`src/rtl/if_fetch_pkg.sv`:
```
// if_fetch_pkg: shared bus types, chip-enable levels, reset PC and FSM state encodings
// for the instruction-fetch slice.
package if_fetch_pkg;

  localparam int INST_ADDR_W = 32;
  localparam int INST_W      = 32;

  typedef logic [INST_ADDR_W-1:0] inst_addr_t;
  typedef logic [INST_W-1:0]      inst_t;

  localparam logic       CHIP_ENABLE      = 1'b1;
  localparam logic       CHIP_DISABLE     = 1'b0;
  localparam inst_addr_t RESET_PC_DEFAULT = 32'h0000_0000;

  typedef enum logic [1:0] {
    S_IDLE = 2'd0,
    S_RUN  = 2'd1,
    S_HOLD = 2'd2
  } fetch_state_t;

  // Prioritised redirect: flush, then a branch parked during a stall, then a live branch.
  function automatic inst_addr_t calc_next_pc(
    input logic       flush,
    input inst_addr_t flush_pc,
    input logic       pend_valid,
    input inst_addr_t pend_target,
    input logic       branch,
    input inst_addr_t branch_target,
    input inst_addr_t pc,
    input inst_addr_t step
  );
    if (flush)      return flush_pc;
    if (pend_valid) return pend_target;
    if (branch)     return branch_target;
    return pc + step;
  endfunction

endpackage

```
`src/rtl/if_fetch_if_id_reg.sv`:
```
// if_fetch_if_id_reg: IF/ID boundary register. A flush clears the slot, a kill only
// drops valid, and a capture loads the fetched {pc, inst}.
module if_fetch_if_id_reg
  import if_fetch_pkg::*;
(
  input  logic       i_clk,
  input  logic       i_rst_n,
  input  logic       i_clear,
  input  logic       i_kill,
  input  logic       i_capture,
  input  inst_addr_t i_pc,
  input  inst_t      i_inst,
  output inst_addr_t o_id_pc,
  output inst_t      o_id_inst,
  output logic       o_id_valid
);

  always_ff @(posedge i_clk or negedge i_rst_n) begin
    if (!i_rst_n) begin
      o_id_pc    <= '0;
      o_id_inst  <= '0;
      o_id_valid <= 1'b0;
    end else if (i_clear) begin
      o_id_inst  <= '0;
      o_id_valid <= 1'b0;
    end else if (i_kill) begin
      o_id_valid <= 1'b0;
    end else if (i_capture) begin
      o_id_pc    <= i_pc;
      o_id_inst  <= i_inst;
      o_id_valid <= 1'b1;
    end
  end

endmodule

```
`src/rtl/if_fetch.sv`:
```
// if_fetch: PC/FSM for instruction fetch with stall, delayed branch and flush.
// Optional misaligned-PC exception enabled by defining IF_MISALIGN_EXC_EN.
module if_fetch
  import if_fetch_pkg::*;
#(
  parameter inst_addr_t RESET_PC = RESET_PC_DEFAULT,
  parameter inst_addr_t PC_STEP  = 32'd4
) (
  input  logic       i_clk,
  input  logic       i_rst_n,
  input  logic       i_stall,
  input  logic       i_flush,
  input  inst_addr_t i_flush_pc,
  input  logic       i_branch_flag,
  input  inst_addr_t i_branch_target,
  output logic       o_rom_ce,
  output inst_addr_t o_rom_addr,
  input  inst_t      i_rom_inst,
  output inst_addr_t o_id_pc,
  output inst_t      o_id_inst,
  output logic       o_id_valid
`ifdef IF_MISALIGN_EXC_EN
  ,
  output logic       o_fetch_exc,
  output inst_addr_t o_fetch_bad_addr
`endif
);

  fetch_state_t r_state;
  inst_addr_t   r_pc;
  inst_addr_t   r_pend_target;
  logic         r_pend_valid;
  logic         r_rom_ce;

  inst_addr_t   w_next_pc;
  logic         w_active;
  logic         w_capture;
  logic         w_clear;
  logic         w_kill;

  assign w_active   = (r_state != S_IDLE);
  assign o_rom_addr = r_pc;
  assign w_next_pc  = calc_next_pc(i_flush, i_flush_pc, r_pend_valid, r_pend_target,
                                   i_branch_flag, i_branch_target, r_pc, PC_STEP);

`ifdef IF_MISALIGN_EXC_EN
  logic       r_fetch_exc;
  inst_addr_t r_fetch_bad_addr;
  logic       w_misalign;

  // A misaligned PC never reaches the ROM; it parks here until a flush redirects it.
  assign w_misalign       = w_active && (r_pc[1:0] != 2'b00);
  assign w_kill           = w_misalign && !i_flush;
  assign o_rom_ce         = r_rom_ce & ~w_misalign;
  assign o_fetch_exc      = r_fetch_exc;
  assign o_fetch_bad_addr = r_fetch_bad_addr;
`else
  assign w_kill   = 1'b0;
  assign o_rom_ce = r_rom_ce;
`endif

  assign w_clear   = w_active && i_flush;
  assign w_capture = w_active && !i_flush && !i_stall && !w_kill && (o_rom_ce == CHIP_ENABLE);

  always_ff @(posedge i_clk or negedge i_rst_n) begin
    if (!i_rst_n) begin
      r_state       <= S_IDLE;
      r_pc          <= RESET_PC;
      r_rom_ce      <= CHIP_DISABLE;
      r_pend_valid  <= 1'b0;
      r_pend_target <= '0;
`ifdef IF_MISALIGN_EXC_EN
      r_fetch_exc      <= 1'b0;
      r_fetch_bad_addr <= '0;
`endif
    end else if (r_state == S_IDLE) begin
      r_state  <= S_RUN;
      r_rom_ce <= CHIP_ENABLE;
      if (i_flush) r_pc <= i_flush_pc;
    end else if (i_flush) begin
      r_state      <= S_RUN;
      r_pc         <= w_next_pc;
      r_pend_valid <= 1'b0;
`ifdef IF_MISALIGN_EXC_EN
      r_fetch_exc  <= 1'b0;
    end else if (w_misalign) begin
      r_fetch_exc      <= 1'b1;
      r_fetch_bad_addr <= r_pc;
`endif
    end else if (i_stall) begin
      // A branch resolved during a stall is parked and applied on the first free cycle.
      r_state <= S_HOLD;
      if (i_branch_flag) begin
        r_pend_valid  <= 1'b1;
        r_pend_target <= i_branch_target;
      end
    end else begin
      r_state      <= S_RUN;
      r_pc         <= w_next_pc;
      r_pend_valid <= 1'b0;
    end
  end

  if_fetch_if_id_reg u_if_id_reg (
    .i_clk      (i_clk),
    .i_rst_n    (i_rst_n),
    .i_clear    (w_clear),
    .i_kill     (w_kill),
    .i_capture  (w_capture),
    .i_pc       (r_pc),
    .i_inst     (i_rom_inst),
    .o_id_pc    (o_id_pc),
    .o_id_inst  (o_id_inst),
    .o_id_valid (o_id_valid)
  );

endmodule
```
`config.mk`:
```
export PLATFORM = sky130hd
export DESIGN_NAME = if_fetch
export DESIGN_NICKNAME = d
export VERILOG_FILES = /design/src/rtl/if_fetch_pkg.sv /design/src/rtl/if_fetch_if_id_reg.sv /design/src/rtl/if_fetch.sv
export SDC_FILE = /design/constraint.sdc
export NUM_CORES = 1
export LEC_CHECK = 0
export BUFFER_PORTS_ARGS = -buffer_cell sky130_fd_sc_hd__buf_2
export CAP_MARGIN = 25
export CORE_UTILIZATION = 30
export CTS_CLUSTER_SIZE = 28
export DETAILED_ROUTE_END_ITERATION = 10
export GPL_TIMING_DRIVEN = 0
export SYNTH_ARGS = -nofsm -noshare
export SYNTH_HDL_FRONTEND = slang
export SYNTH_SLANG_ARGS = --single-unit
```
`constraint.sdc`:
```
create_clock -name i_clk -period 5.4 [get_ports i_clk]
set_input_delay 1.08 -clock i_clk [delete_from_list [all_inputs] [get_ports i_clk]]
set_output_delay 1.08 -clock i_clk [all_outputs]
set_load 0.1 [all_outputs]
```
# [After elaboration in Yosys (flattened, before gate mapping)]
# Index checks and enable logic that the tools add are counted.
[op_classes] add_sub_neg=1 eq_ne=3 muxes=25 bitwise=3 reduce_logical=13
[ops] op="two-way mux 32 bit" count=11
[ops] op="adder 32 x 3 -> 32 bit (second input constant)" count=1
[ops] op="two-way mux 1 bit" count=11
[ops] op="two-way mux 2 bit" count=3
[ops] op="AND reduction 2 bit" count=3
[ops] op="logical AND 1 bit" count=4
[ops] op="AND reduction 4 bit" count=1
[ops] op="nonzero test 2 bit" count=2
[ops] op="!= test 3 x 1 -> 1 bit (second input constant)" count=1
[ops] op="inverter 1 bit" count=3
[ops] op="logical NOT 1 bit" count=2
[ops] op="logical NOT 2 bit" count=1
[ops] op="!= test 2 x 1 -> 1 bit (second input constant)" count=1
[ops] op="!= test 2 bit (second input constant)" count=1
[totals] register_bits=133 inputBits=101 out_inout_bits=98 wordCells=53

# [Logic depth before layout (Yosys ltp)]
[logic_depth] ltp_word=10 ltp_mapped=8 mapped_depth_nobuf=6

# [By module]
# A second synthesis with hierarchy kept.
[hier_totals] hier_cells=627 hier_area_um2=6527.5
[modules_own_cells] mod="if_fetch" n_inst=1 cells_per_inst=415 area_per_inst_um2=4010.1 seq_area_each_um2=1701.6
[modules_own_cells] mod="if_fetch_if_id_reg" n_inst=1 cells_per_inst=212 area_per_inst_um2=2517.4 seq_area_each_um2=1626.6

# [Worst setup path after synthesis]
# OpenSTA, ideal clock, no wires.
[synth_timing] kind="register to register" startpoint="register r_pc[2], in the netlist o_rom_addr[2]" endpoint="register r_pc[22], in the netlist o_rom_addr[22]" setup_ns=0.084 arrival_time_ns=2.699 slack_ns=2.617 path_stages_with_launch=7 n_path_buf=0 synth_period_minus_slack_ns=2.783 path_cell_list="dfrtp_1 > ha_1 > nand2_1 > nor4_4 > nand3_1 > or4_1 > a41oi_2"
[synth_between] elab_chain_len=7
[synth_rtl] item="start: declaration" line_no="if_fetch.sv:30" text="inst_addr_t r_pc;"
[synth_rtl] item="start signal: assignment" line_no="if_fetch.sv:79" text="if (i_flush) r_pc <= i_flush_pc;"
[synth_rtl] item="start signal: assignment" line_no="if_fetch.sv:82" text="r_pc <= w_next_pc;"
[synth_rtl] item="start signal: assignment" line_no="if_fetch.sv:99" text="r_pc <= w_next_pc;"
[synth_rtl] item="adder 32 x 3 -> 32 bit *" line_no="if_fetch_pkg.sv:35" text="return pc + step;"
[synth_rtl] item="two-way mux 32 bit *" line_no="if_fetch_pkg.sv:35"
[synth_rtl] item="two-way mux 32 bit *" line_no="if_fetch_pkg.sv:34" text="if (branch) return branch_target;"
[synth_rtl] item="two-way mux 32 bit *" line_no="if_fetch_pkg.sv:33" text="if (pend_valid) return pend_target;"
[synth_rtl] item="two-way mux 32 bit" line_no="if_fetch.sv:90" text="end else if (i_stall) begin"
[synth_rtl] item="two-way mux 32 bit *" line_no="if_fetch.sv:80" text="end else if (i_flush) begin"
[synth_rtl] item="two-way mux 32 bit *" line_no="if_fetch.sv:76" text="end else if (r_state == S_IDLE) begin"
# Mark *: on every way between the ends. The rest lies on a longest branch, timed or not. The select of a mux whose other input is x is not followed.
# A chain may end at the register's enable or synchronous reset.

# [Final worst setup path]
[layout_timing] startpoint="input port i_flush" endpoint="register u_if_id_reg.o_id_pc[18]"
[layout_between] elab_chain_len=5
[layout_rtl] item="start: declaration" line_no="if_fetch.sv:12" text="input logic i_flush,"
[layout_rtl] item="logical NOT 1 bit" line_no="if_fetch.sv:63" text="assign w_capture = w_active && !i_flush && !i_stall && !w_kill && (o_rom_ce == CHIP_ENABLE);"
[layout_rtl] item="logical AND 1 bit (3 in series)" line_no="if_fetch.sv:63"
[layout_rtl] item="AND reduction 2 bit (no source line) *"
[layout_rtl] item="end signal: assignment" line_no="if_fetch_if_id_reg.sv:29" text="o_id_pc <= i_pc;"
[layout_rtl] item="end: declaration" line_no="if_fetch_if_id_reg.sv:13" text="output inst_addr_t o_id_pc,"
# Mark *: on every way between the ends. The rest lies on a longest branch, timed or not.

==> results.py <==
metrics = {
    "outcome": {
        "status": "finished clean",
    },
    "sta": {
        "max_clock_freq_mhz": 347,
        "drv_slew": 0,
        "final.min_clock_period_ns": 2.88,
        "fin_worst_skew_ns": 0.00849,
        "maxSlewHeadroom_pct": 40.0,
        "setup_tns_ns": 0,
        "hold_viol_final": 0,
        "worstMarginPinSlew_ns": 0.891,
        "period_share_pct": 53.3,
        "grt_setup_unrepaired": "no",
        "setup_violations": 0,
    },
    "job": {
        "cap_violations": 0,
    },
    "critical_path": {
        "reg2reg_from": "o_rom_addr[2]$_DFFE_PN0P_",
        "worstPathMaxFanout": 10,
        "cpPeakStageDelay_ns": 0.70,
        "arrival_ns": 3.18,
        "crit_start": "i_flush",
        "crit_type": "in2reg",
        "worstSetupStartpointType": "primary input",
        "cpMostUsedCell": "nand2_1",
        "cp-end-kind": "flop",
        "crit_slowest_cell": "nor2_1",
        "required_ns": 5.70,
        "cp_cell_sequence": "buf_2 -> clkbuf_8 -> o21bai_1 -> nor2_1 -> nand2_1 -> clkbuf_1 -> clkbuf_1 -> nand2_1 -> nand2_1",
    },
    "placed_design": {
        "placed_area_um2": 7930,
        "place.gp.congestion": 0.847,
        "dp_hpwl_um": 17100,
        "port_buffers": 198,
    },
    "global_routing": {
        "grt_max_degree": 83,
        "antenna_found_initial": 0,
        "grt_overflow": 0,
        "grt_pass1_wl_um": 33700,
        "track_usage_pct": 20.2,
        "grt_pass1_vias": 5818,
    },
    "power_and_ir_drop": {
        "power.density_nw_per_um2": 472,
        "cellLeakagePower_nw": 4.03,
        "peakVddDrop_v": 0.000169,
    },
    "drt": {
        "viasPerCell": 5.12,
        "wl_per_cell_um": 18.7,
        "drt_iter0_drc": 322,
        "wirelength_um": 22700,
        "drtAntennaViolNets": 0,
        "vias": 6231,
        "firstDrtPassIters": 5,
        "drc_errors": 0,
    },
    "logic_synthesis": {
        "synth_top_flop_cell": "dfrtp_1",
        "yosys_warnings": 0,
        "syn_inst": 711,
        "ys_ff_latch": 133,
        "synth_seq_area_share_pct": 50.7,
        "async_flop_share_pct": 100,
        "synth_edf_count": 0,
        "syn_avg_cell_area_um2": 9.23,
        "yosysUniqueCellTypes": 59,
        "netlist_area_um2": 6570,
        "synth_fp_nets": 813,
    },
    "cells_and_area": {
        "diodes": 0,
        "area_growth_pct": 30.5,
        "post-route-cell-area_um2": 8570,
        "nNetsFinal": 1031,
        "drive_above_1_share_pct": 30.7,
    },
    "cts": {
        "clk_latency_ns": 0.42,
        "cts_tree": "yes",
        "cts_num_sinks": 133,
        "cts_buffer_depth": 2,
        "clk_pin_slew_worst_paths_ns": 0.06,
        "numCtsBuffers": 17,
        "htreeDepth": 4,
        "cts.hold.buffers_added": 0,
        "cts_resized": 0,
        "root_buffer": "clkbuf_16",
        "post_cts_buffers": 0,
    },
    "floorplan": {
        "dieArea_um2": 22500,
        "die_x_um": 150,
        "die_height_um": 150,
        "initial_core_util_pct": 30.9,
        "core_area_um2": 21200,
        "fp-row-count": 53,
        "io_pins": 199,
    },
    "min_path": {
        "worst_hold_path_type": "reg2reg",
        "hp-start": "u_if_id_reg.o_id_pc[0]$_DFFE_PN0P_",
    },
}
## final timing paths
| kind | depth (start not counted) | end | slack, ns |
|---|---|---|---|
| setup / recovery | 9 | u_if_id_reg.o_id_pc[18]$_DFFE_PN0P_ | 2.52 |
| hold / removal | 2 | u_if_id_reg.o_id_pc[0]$_DFFE_PN0P_ | 0.47 |
| setup reg to reg | 6 | o_rom_addr[20]$_DFFE_PN0P_ | 2.71 |
| hold reg to reg | 2 | u_if_id_reg.o_id_pc[0]$_DFFE_PN0P_ | 0.47 |
| max in group asynchronous | 2 | o_rom_addr[3]$_DFFE_PN0P_ | 3.92 |
| min in group asynchronous | 1 | u_if_id_reg.o_id_inst[20]$_DFFE_PN0P_ | 0.73 |
## critical path: cells and delay by family
kind            cells  cell delay (ns)
compound gates      1             0.22
buf+inv             4             0.83
simple gates        4             1.05
## cell type report
type / instances / area, um^2
Buffer: 51 / 283
Sequential cell: 133 / 3330
Multi-Input combinational cell: 514 / 2910
Tap cell: 275 / 344
Timing Repair Buffer: 199 / 1020
Inverter: 13 / 48.8
Clock inverter: 12 / 176
Clock buffer: 20 / 457
Fill cell: 2211 / 12700
## layout by cell type, fill, tap and decap left out, types with 3 or more instances in the layout
cell,count
nand2_1,194
nor2_1,27
mux2i_1,5
a31oi_1,14
o21ai_0,79
clkbuf_1,34
nor4_1,6
a221oi_1,15
nand4_1,8
bufinv_16,4
mux2_2,30
or2_2,3
nand3_1,18
dfrtp_1,133
clkinv_2,3
o31ai_1,8
or3_1,3
a221o_1,8
a2bb2oi_1,3
a211oi_1,5
inv_1,13
o31a_1,3
xnor2_1,4
o22ai_1,3
nor3_1,11
a21oi_1,22
clkbuf_8,8
clkbuf_16,17
o211ai_1,3
buf_2,202
or4_1,3
nand2b_1,7
## layer usage
metal  wire, um  vias up  global-route usage [%]  share of wire (%)
li1           -     2965                       -                  -
met1      10200     2961                    27.1                 45
met2      10300      278                    31.6                 45
met3       1800       27                    4.85                7.9
met4        455        0                    7.27                2.0
met5          0        -                       0                  0
## logic make-up after synthesis
family	after synthesis	share of synthesized area [%]
simple gates	290	19.3
buf+inv	64	5.05
fa+ha+maj	1	0.191
xor+xnor	6	0.800
compound gates	182	18.0
mux	35	5.91
flops	133	50.7
## synthesized netlist by cell type, types with 6 or more instances
cell type,count,area (um^2)
nand3_1,18,90.1
clkbuf_8,6,82.6
nor2_1,27,101
mux2_2,30,338
nand4_1,8,50.1
nand2_1,194,728
a21oi_1,22,110
a31oi_1,14,87.6
nor4_1,6,37.5
o21ai_0,79,395
inv_1,13,48.8
nor3_1,11,55.1
nand2b_1,7,43.8
dfrtp_1,133,3330
clkbuf_1,33,124
o31ai_1,8,60.1
a221o_1,8,80.1
a221oi_1,15,131
## sequential cells by signal (all words and copies together), names as in the netlist
| register | flops |
|---|---|
| r_pend_valid | 1 |
| o_rom_ce | 1 |
| r_state | 2 |
| o_rom_addr | 32 |
| u_if_id_reg.o_id_inst | 32 |
| u_if_id_reg.o_id_valid | 1 |
| u_if_id_reg.o_id_pc | 32 |
| r_pend_target | 32 |
## through the flow
step / utilization [%] / worst slack, ns / instances / hold slack, ns / total power, mW
2_1_floorplan: - / 2.62 / 711 / 0.450 / 2.47
3_3_place_gp: 37.2 / 1.24 / 1184 / 0.455 / 2.80
3_5_place_dp: 37.4 / 2.07 / 1185 / 0.460 / 2.82
4_1_cts: 40.4 / 2.51 / 1217 / 0.474 / 4.08
5_1_grt: 40.4 / 2.32 / 1217 / 0.497 / 4.20
6_report: 40.4 / 2.52 / 1217 / 0.468 / 4.05
## report_power, final
part / internal (mW) / total, mW / switching (mW)
sequential: 1.17 / 1.30 / 0.134
clock: 0.797 / 1.25 / 0.448
combinational: 0.275 / 1.50 / 1.22
Note: power is estimated with default switching activity, not from simulation.
